### src/rtl/stream_pkg.sv
// -----------------------------------------------------------------------------
// stream_pkg
// Shared definitions for the AXI4-Stream pipeline slices.
//   ST_EMPTY / ST_BUSY / ST_FULL : 2-bit occupancy state of a two-entry slice.
//                                  The encoding equals the number of held beats,
//                                  so it can be exported directly as occupancy.
// -----------------------------------------------------------------------------
package stream_pkg;

    typedef logic [1:0] slice_state_t;

    localparam slice_state_t ST_EMPTY = 2'd0;
    localparam slice_state_t ST_BUSY  = 2'd1;
    localparam slice_state_t ST_FULL  = 2'd2;

endpackage : stream_pkg

### src/rtl/input_skid_buffer.sv
// -----------------------------------------------------------------------------
// input_skid_buffer
// Two-entry AXI4-Stream skid buffer. Both the forward path (out_data/out_valid)
// and the backward path (in_ready) come straight from flops, so no
// combinational path exists between any input and any output port.
//
// Ports
//   aclk       in   clock, rising edge
//   aresetn    in   synchronous active-low reset
//   in_data    in   upstream payload
//   in_valid   in   upstream beat valid
//   in_ready   out  registered; beat accepted when in_valid & in_ready
//   out_data   out  registered payload (main register)
//   out_valid  out  registered; main register holds a beat
//   out_ready  in   downstream accept
//   occupancy  out  number of held beats (0, 1 or 2)
// -----------------------------------------------------------------------------
module input_skid_buffer
    import stream_pkg::*;
#(
    parameter int DATA_WIDTH = 32
) (
    input  logic                  aclk,
    input  logic                  aresetn,
    input  logic [DATA_WIDTH-1:0] in_data,
    input  logic                  in_valid,
    output logic                  in_ready,
    output logic [DATA_WIDTH-1:0] out_data,
    output logic                  out_valid,
    input  logic                  out_ready,
    output logic [1:0]            occupancy
);

    slice_state_t          state_r;
    slice_state_t          next_state_s;
    logic                  in_ready_r;
    logic                  out_valid_r;
    logic [DATA_WIDTH-1:0] main_r;
    logic [DATA_WIDTH-1:0] skid_r;

    logic                  acc_s;
    logic                  pop_s;
    logic                  load_main_s;
    logic                  main_from_skid_s;
    logic                  load_skid_s;

    // Handshake qualifiers, built only from registered outputs and port inputs.
    always_comb begin
        acc_s = in_valid  & in_ready_r;
        pop_s = out_valid_r & out_ready;
    end

    // Next-state decode and data-register load enables.
    always_comb begin
        next_state_s     = state_r;
        load_main_s      = 1'b0;
        main_from_skid_s = 1'b0;
        load_skid_s      = 1'b0;
        case (state_r)
            ST_EMPTY: begin
                if (acc_s) begin
                    load_main_s  = 1'b1;
                    next_state_s = ST_BUSY;
                end else begin
                    next_state_s = ST_EMPTY;
                end
            end
            ST_BUSY: begin
                if (acc_s && !pop_s) begin
                    // Downstream stalled while we were still advertising ready:
                    // park the new beat behind the one already on the output.
                    load_skid_s  = 1'b1;
                    next_state_s = ST_FULL;
                end else if (!acc_s && pop_s) begin
                    next_state_s = ST_EMPTY;
                end else if (acc_s && pop_s) begin
                    // Old beat leaves this edge, so the new one takes its place.
                    load_main_s  = 1'b1;
                    next_state_s = ST_BUSY;
                end else begin
                    next_state_s = ST_BUSY;
                end
            end
            ST_FULL: begin
                // in_ready is low here, so only a pop can happen.
                if (pop_s) begin
                    load_main_s      = 1'b1;
                    main_from_skid_s = 1'b1;
                    next_state_s     = ST_BUSY;
                end else begin
                    next_state_s = ST_FULL;
                end
            end
            default: begin
                // Unreachable encoding: recover to a clean empty slice.
                next_state_s = ST_EMPTY;
            end
        endcase
    end

    // Control registers; ready/valid are derived from the next state so they
    // leave the flops already aligned with the state they describe.
    always_ff @(posedge aclk) begin
        if (!aresetn) begin
            state_r     <= ST_EMPTY;
            in_ready_r  <= 1'b0;
            out_valid_r <= 1'b0;
        end else begin
            state_r     <= next_state_s;
            in_ready_r  <= (next_state_s != ST_FULL);
            out_valid_r <= (next_state_s != ST_EMPTY);
        end
    end

    // Payload registers; contents are don't-care while out_valid is low, so no reset.
    always_ff @(posedge aclk) begin
        if (load_main_s) begin
            main_r <= main_from_skid_s ? skid_r : in_data;
        end
        if (load_skid_s) begin
            skid_r <= in_data;
        end
    end

    assign in_ready  = in_ready_r;
    assign out_valid = out_valid_r;
    assign out_data  = main_r;
    assign occupancy = state_r;

endmodule : input_skid_buffer
### config.mk
export PLATFORM = sky130hd
export DESIGN_NAME = input_skid_buffer
export DESIGN_NICKNAME = d
export VERILOG_FILES = /design/src/rtl/stream_pkg.sv /design/src/rtl/input_skid_buffer.sv
export SDC_FILE = /design/constraint.sdc
export NUM_CORES = 1
export LEC_CHECK = 0
export CORE_MARGIN = 2
export CORE_UTILIZATION = 51
export CTS_CLUSTER_DIAMETER = 30
export CTS_CLUSTER_SIZE = 10
export DETAILED_ROUTE_END_ITERATION = 10
export GPL_ROUTABILITY_DRIVEN = 1
export PLACE_DENSITY = 0.84
export SLEW_MARGIN = 20
export SYNTH_ARGS = -nofsm -noshare
export SYNTH_HDL_FRONTEND = slang
export SYNTH_SLANG_ARGS = --single-unit
### constraint.sdc
create_clock -name aclk -period 7.8 [get_ports aclk]
set_input_delay 1.17 -clock aclk [delete_from_list [all_inputs] [get_ports aclk]]
set_output_delay 1.17 -clock aclk [all_outputs]
set_load 0.005 [all_outputs]
== Word level (Yosys, flattened, before mapping) ==
Cells that the tools add are included.
Storage, ports and cells
  register bits: 68
  output and inout bits: 36
  logic and storage cells: 32
Cells by class
  eq/ne operators: 3
  muxes and demuxes: 15
  bitwise gates (word level): 2
  reductions and logical operators: 7
Operator list (number)
  32-bit 2-to-1 mux: 1
  1-bit 2-to-1 mux: 10
  2-bit one-hot mux with 3 select lines: 1
  2-bit 2-to-1 mux: 2
  1-bit logical AND: 3
  1-bit one-hot mux with 3 select lines: 1
  1-bit AND: 2
  2-bit by 1-bit == test with 1-bit output, second input constant: 1
  2-bit == test, second input constant: 1
  1-bit zero test: 2
  2-bit zero test: 1
  2-bit != test, second input constant: 1
  2-bit nonzero test: 1

== Depth between registers and ports, before layout ==
  depth in word-level cells: 7
  gate-level depth with buffers: 6
  depth with buffers taken out: 6

== Worst setup path after synthesis ==
Ideal clock, no wire load.
  path type: input to register
  start: in out_ready
  end: reg main_r[0], in the netlist out_data[0], enable pin
  library setup time: 0.466 ns
  arrival time: 3.893 ns
  setup slack: 3.441 ns
  stages: 4
  buffers on the path: 1
  cells stage by stage: nand4b_4 buf_6 o21a_1 o21ai_0
On the way
  cells in the longest elaborated chain, start to end: 6
  elaborated cells between the ends (all ways): 10
Ends and longest elaborated chain
  start, declared: RTL line input_skid_buffer.sv:30  | input logic out_ready,
  1-bit AND *: RTL line input_skid_buffer.sv:50  | pop_s = out_valid_r & out_ready;
  1-bit logical AND: RTL line input_skid_buffer.sv:76  | end else if (acc_s && pop_s) begin
  1-bit 2-to-1 mux: RTL line input_skid_buffer.sv:76
  1-bit 2-to-1 mux: RTL line input_skid_buffer.sv:74  | end else if (!acc_s && pop_s) begin
  1-bit 2-to-1 mux: RTL line input_skid_buffer.sv:69  | if (acc_s && !pop_s) begin
  1-bit one-hot mux with 3 select lines *: RTL line input_skid_buffer.sv:59  | case (state_r)
  net load_main_s: RTL line input_skid_buffer.sv:43  | logic load_main_s;
  end signal, assigned: RTL line input_skid_buffer.sv:118  | main_r <= main_from_skid_s ? skid_r : in_data;
  end, declared: RTL line input_skid_buffer.sv:38  | logic [DATA_WIDTH-1:0] main_r;
Mark *: on every way through the listed nets, which the timed path passes. The rest lies on a longest branch.
A chain may end at the register's enable or synchronous reset.

== Worst setup path in the final report ==
  start: in out_ready
  end: reg main_r[12], in the netlist out_data[12], enable pin
Same word-level chain as after synthesis.

==> flow_summary.toml <==
[status]
status = "finished clean"

[die]
ios = 72
num_rows = 26
dieArea_um2 = 5850
die_h_um = 76.5
coreArea_um2 = 5070
fp.dieW_um = 76.5
start_util_pct = 52.8

[detailed_routing]
via_per_inst = 5.08
wl_per_cell_um = 17.5
wl_met3_um = 230
dr.pass1.iters = 5
wl_um = 4910
postRouteAntennaNets = 0
initialDrtViolationCount = 140
wl_met1_um = 1930
vias = 1423
dr.max_layer_used = "met4"
drc = 0
dr_wl_met2_um = 2710

[worst_setup_path]
cp-end-kind = "register"
required_ns = 7.75
critPathLaunchType = "input pin"
critPathArrivalTime_ns = 3.54
critPathMaxFanout = 34
critPathKind = "in -> reg"

[sta]
min_period_over_period_pct = 46.0
hold_viol_final = 0
fmax_mhz = 279
max_slew_margin_pct = 31.0
fin_setup_tns_ns = 0
period_minus_slack_ns = 3.59
tightest_slew_ns = 1.03
fin_hold_ws_ns = 0.552
rsz0062_at_grt = "false"
final.setup_skew_ns = 0.00700
finalSetupViolCount = 0
timing.final.max_slew_violations = 0

[synthesis]
ys_warn_count = 0
syn-num-nets = 166
seq_area_frac_synth_pct = 74.7
synth_area_um2 = 2680
synth-seq-cells = 68
synth_cell_type_count = 23
syn_area_per_cell_um2 = 20.8
syn_inst = 129

[clock_tree]
cts_setup_buffers = 0
numCtsBuffers = 9
cts_resized = 0
cts.path.max_buffers = 2
cts_htree_levels = 3
cts_tree = "yes"
cts_root_buf = "clkbuf_8"
postCtsHoldBufs = 0
clock_latency_ns = 0.33
cts_sinks = 68
path_clk_slew_ns = 0.07

[global_routing]
overflow = 0
grt_pass1_wl_um = 7680
grt_max_degree = 35
grt_pass1_vias = 1455
antenna_found_initial = 0
track_usage_pct = 17.6

[place]
place_inst = 265
placed_cell_area_um2 = 3450
place_congestion = 0.719
hpwl_um = 3230
port_buffers = 71

[pwr]
power_density_nw_per_um2 = 208
clkPwrFrac_pct = 35.2
p_sw_share_pct = 20.0
combPwrFrac_pct = 8.9
power_frac_seq_pct = 55.9
intPower_w = 0.000602
p_sw_w = 0.000150
peakVddDrop_mv = 0.113
power.leakage_nw = 1.36

[cells_and_area]
drive_above_1_share_pct = 21.9
stdcell_count = 280
final_common_cell = "clkdlybuf4s50_1"
final_cell_mix = "clkdlybuf4s50_1 (71), edfxtp_1 (64), mux2_4 (28)"
area_delta_synth_final_pct = 35.1
fin_nets = 243
stdcell_area_um2 = 3620
insertedDiodeCount = 0

[run]
maxCapViolations = 0

[worst_hold_path]
hold_path.class = "reg -> reg"
==> worst max-delay path: stages <==
cell	delay (ns)
clkdlybuf4s50_1	0.53
nand4b_4	0.65
o21a_1	0.37
o21ai_4	0.80
==> registers in the layout, summed over array words and instances, names as in the netlist <==
signal     count
in_ready       1
occupancy      2
out_data      32
out_valid      1
skid_r        32
==> power groups by stage <==
stage / registers, W / logic, W / clock network [W]
6_report: 0.000421 / 0.0000667 / 0.000265
5_1_grt: 0.000422 / 0.0000710 / 0.000285
4_1_cts: 0.000421 / 0.0000675 / 0.000267
3_5_place_dp: 0.000428 / 0.0000670 / 0
3_3_place_gp: 0.000427 / 0.0000639 / 0
2_1_floorplan: 0.000429 / 0.0000229 / 0
==> per-stage QoR <==
step                utilization, %  worst slack, ns  total power [W]
global route                  71.3             4.03         0.000778
global placement              67.9             3.97         0.000491
detailed placement            67.9             3.84         0.000495
CTS                           71.3             4.19         0.000755
finish                        71.3             4.21         0.000752
floorplan                        -             3.44         0.000451
==> synth_stat cells <==
| cell | number | area, µm² |
|---|---|---|
| inv_1 | 3 | 11.3 |
| a21boi_0 | 1 | 7.51 |
| o311ai_0 | 1 | 8.76 |
| or3b_2 | 1 | 8.76 |
| a311oi_1 | 1 | 8.76 |
| buf_6 | 4 | 45.0 |
| mux2_4 | 28 | 420 |
| a21oi_1 | 1 | 5.00 |
| buf_2 | 1 | 5.00 |
| ha_1 | 1 | 12.5 |
| and2_1 | 1 | 6.26 |
| mux2_2 | 4 | 45.0 |
| nand4b_1 | 1 | 8.76 |
| edfxtp_1 | 64 | 1920 |
| o21a_1 | 1 | 7.51 |
| nand4b_4 | 1 | 23.8 |
| nand2b_1 | 1 | 6.26 |
| dfxtp_1 | 4 | 80.1 |
| a211oi_1 | 1 | 7.51 |
| nand2_1 | 5 | 18.8 |
| nand3b_1 | 1 | 7.51 |
| o21ai_0 | 2 | 10.0 |
| nor2_1 | 1 | 3.75 |
==> kinds of logic (layout without fill, tap and decap cells) <==
group,Yosys count,count (layout),synth area share (%)
flops,68,68,74.7
mux,32,32,17.4
fa+ha+maj,1,1,0.467
compound gates,8,8,2.05
simple gates,12,12,3.13
buf+inv,8,89,2.29
==> cell type report <==
| type | count | area [µm²] |
|---|---|---|
| Inverter | 3 | 11.3 |
| Clock buffer | 11 | 131 |
| Timing Repair Buffer | 71 | 711 |
| Clock inverter | 4 | 41.3 |
| Sequential cell | 68 | 2000 |
| Tap cell | 70 | 87.6 |
| Multi-Input combinational cell | 53 | 636 |
| Fill cell | 335 | 1460 |
==> routing by layer <==
layer / vias up / GRT usage (%)
met4: 0 / 7.09
li1: 652 / -
met5: - / 0
met2: 53 / 30.4
met3: 2 / 5.21
met1: 716 / 20.7
==> worst paths after layout <==
path | slack, ns | end | from | depth (start not counted)
worst max-delay path | 4.21 | out_data[12] | out_ready | 4
worst min-delay path | 0.55 | out_data[14] | skid_r[14] | 1
worst min register to register | 0.55 | out_data[14] | skid_r[14] | 1
worst max register to register | 4.98 | out_data[12] | occupancy[1] | 3
Power figures use the tool's default switching activity.
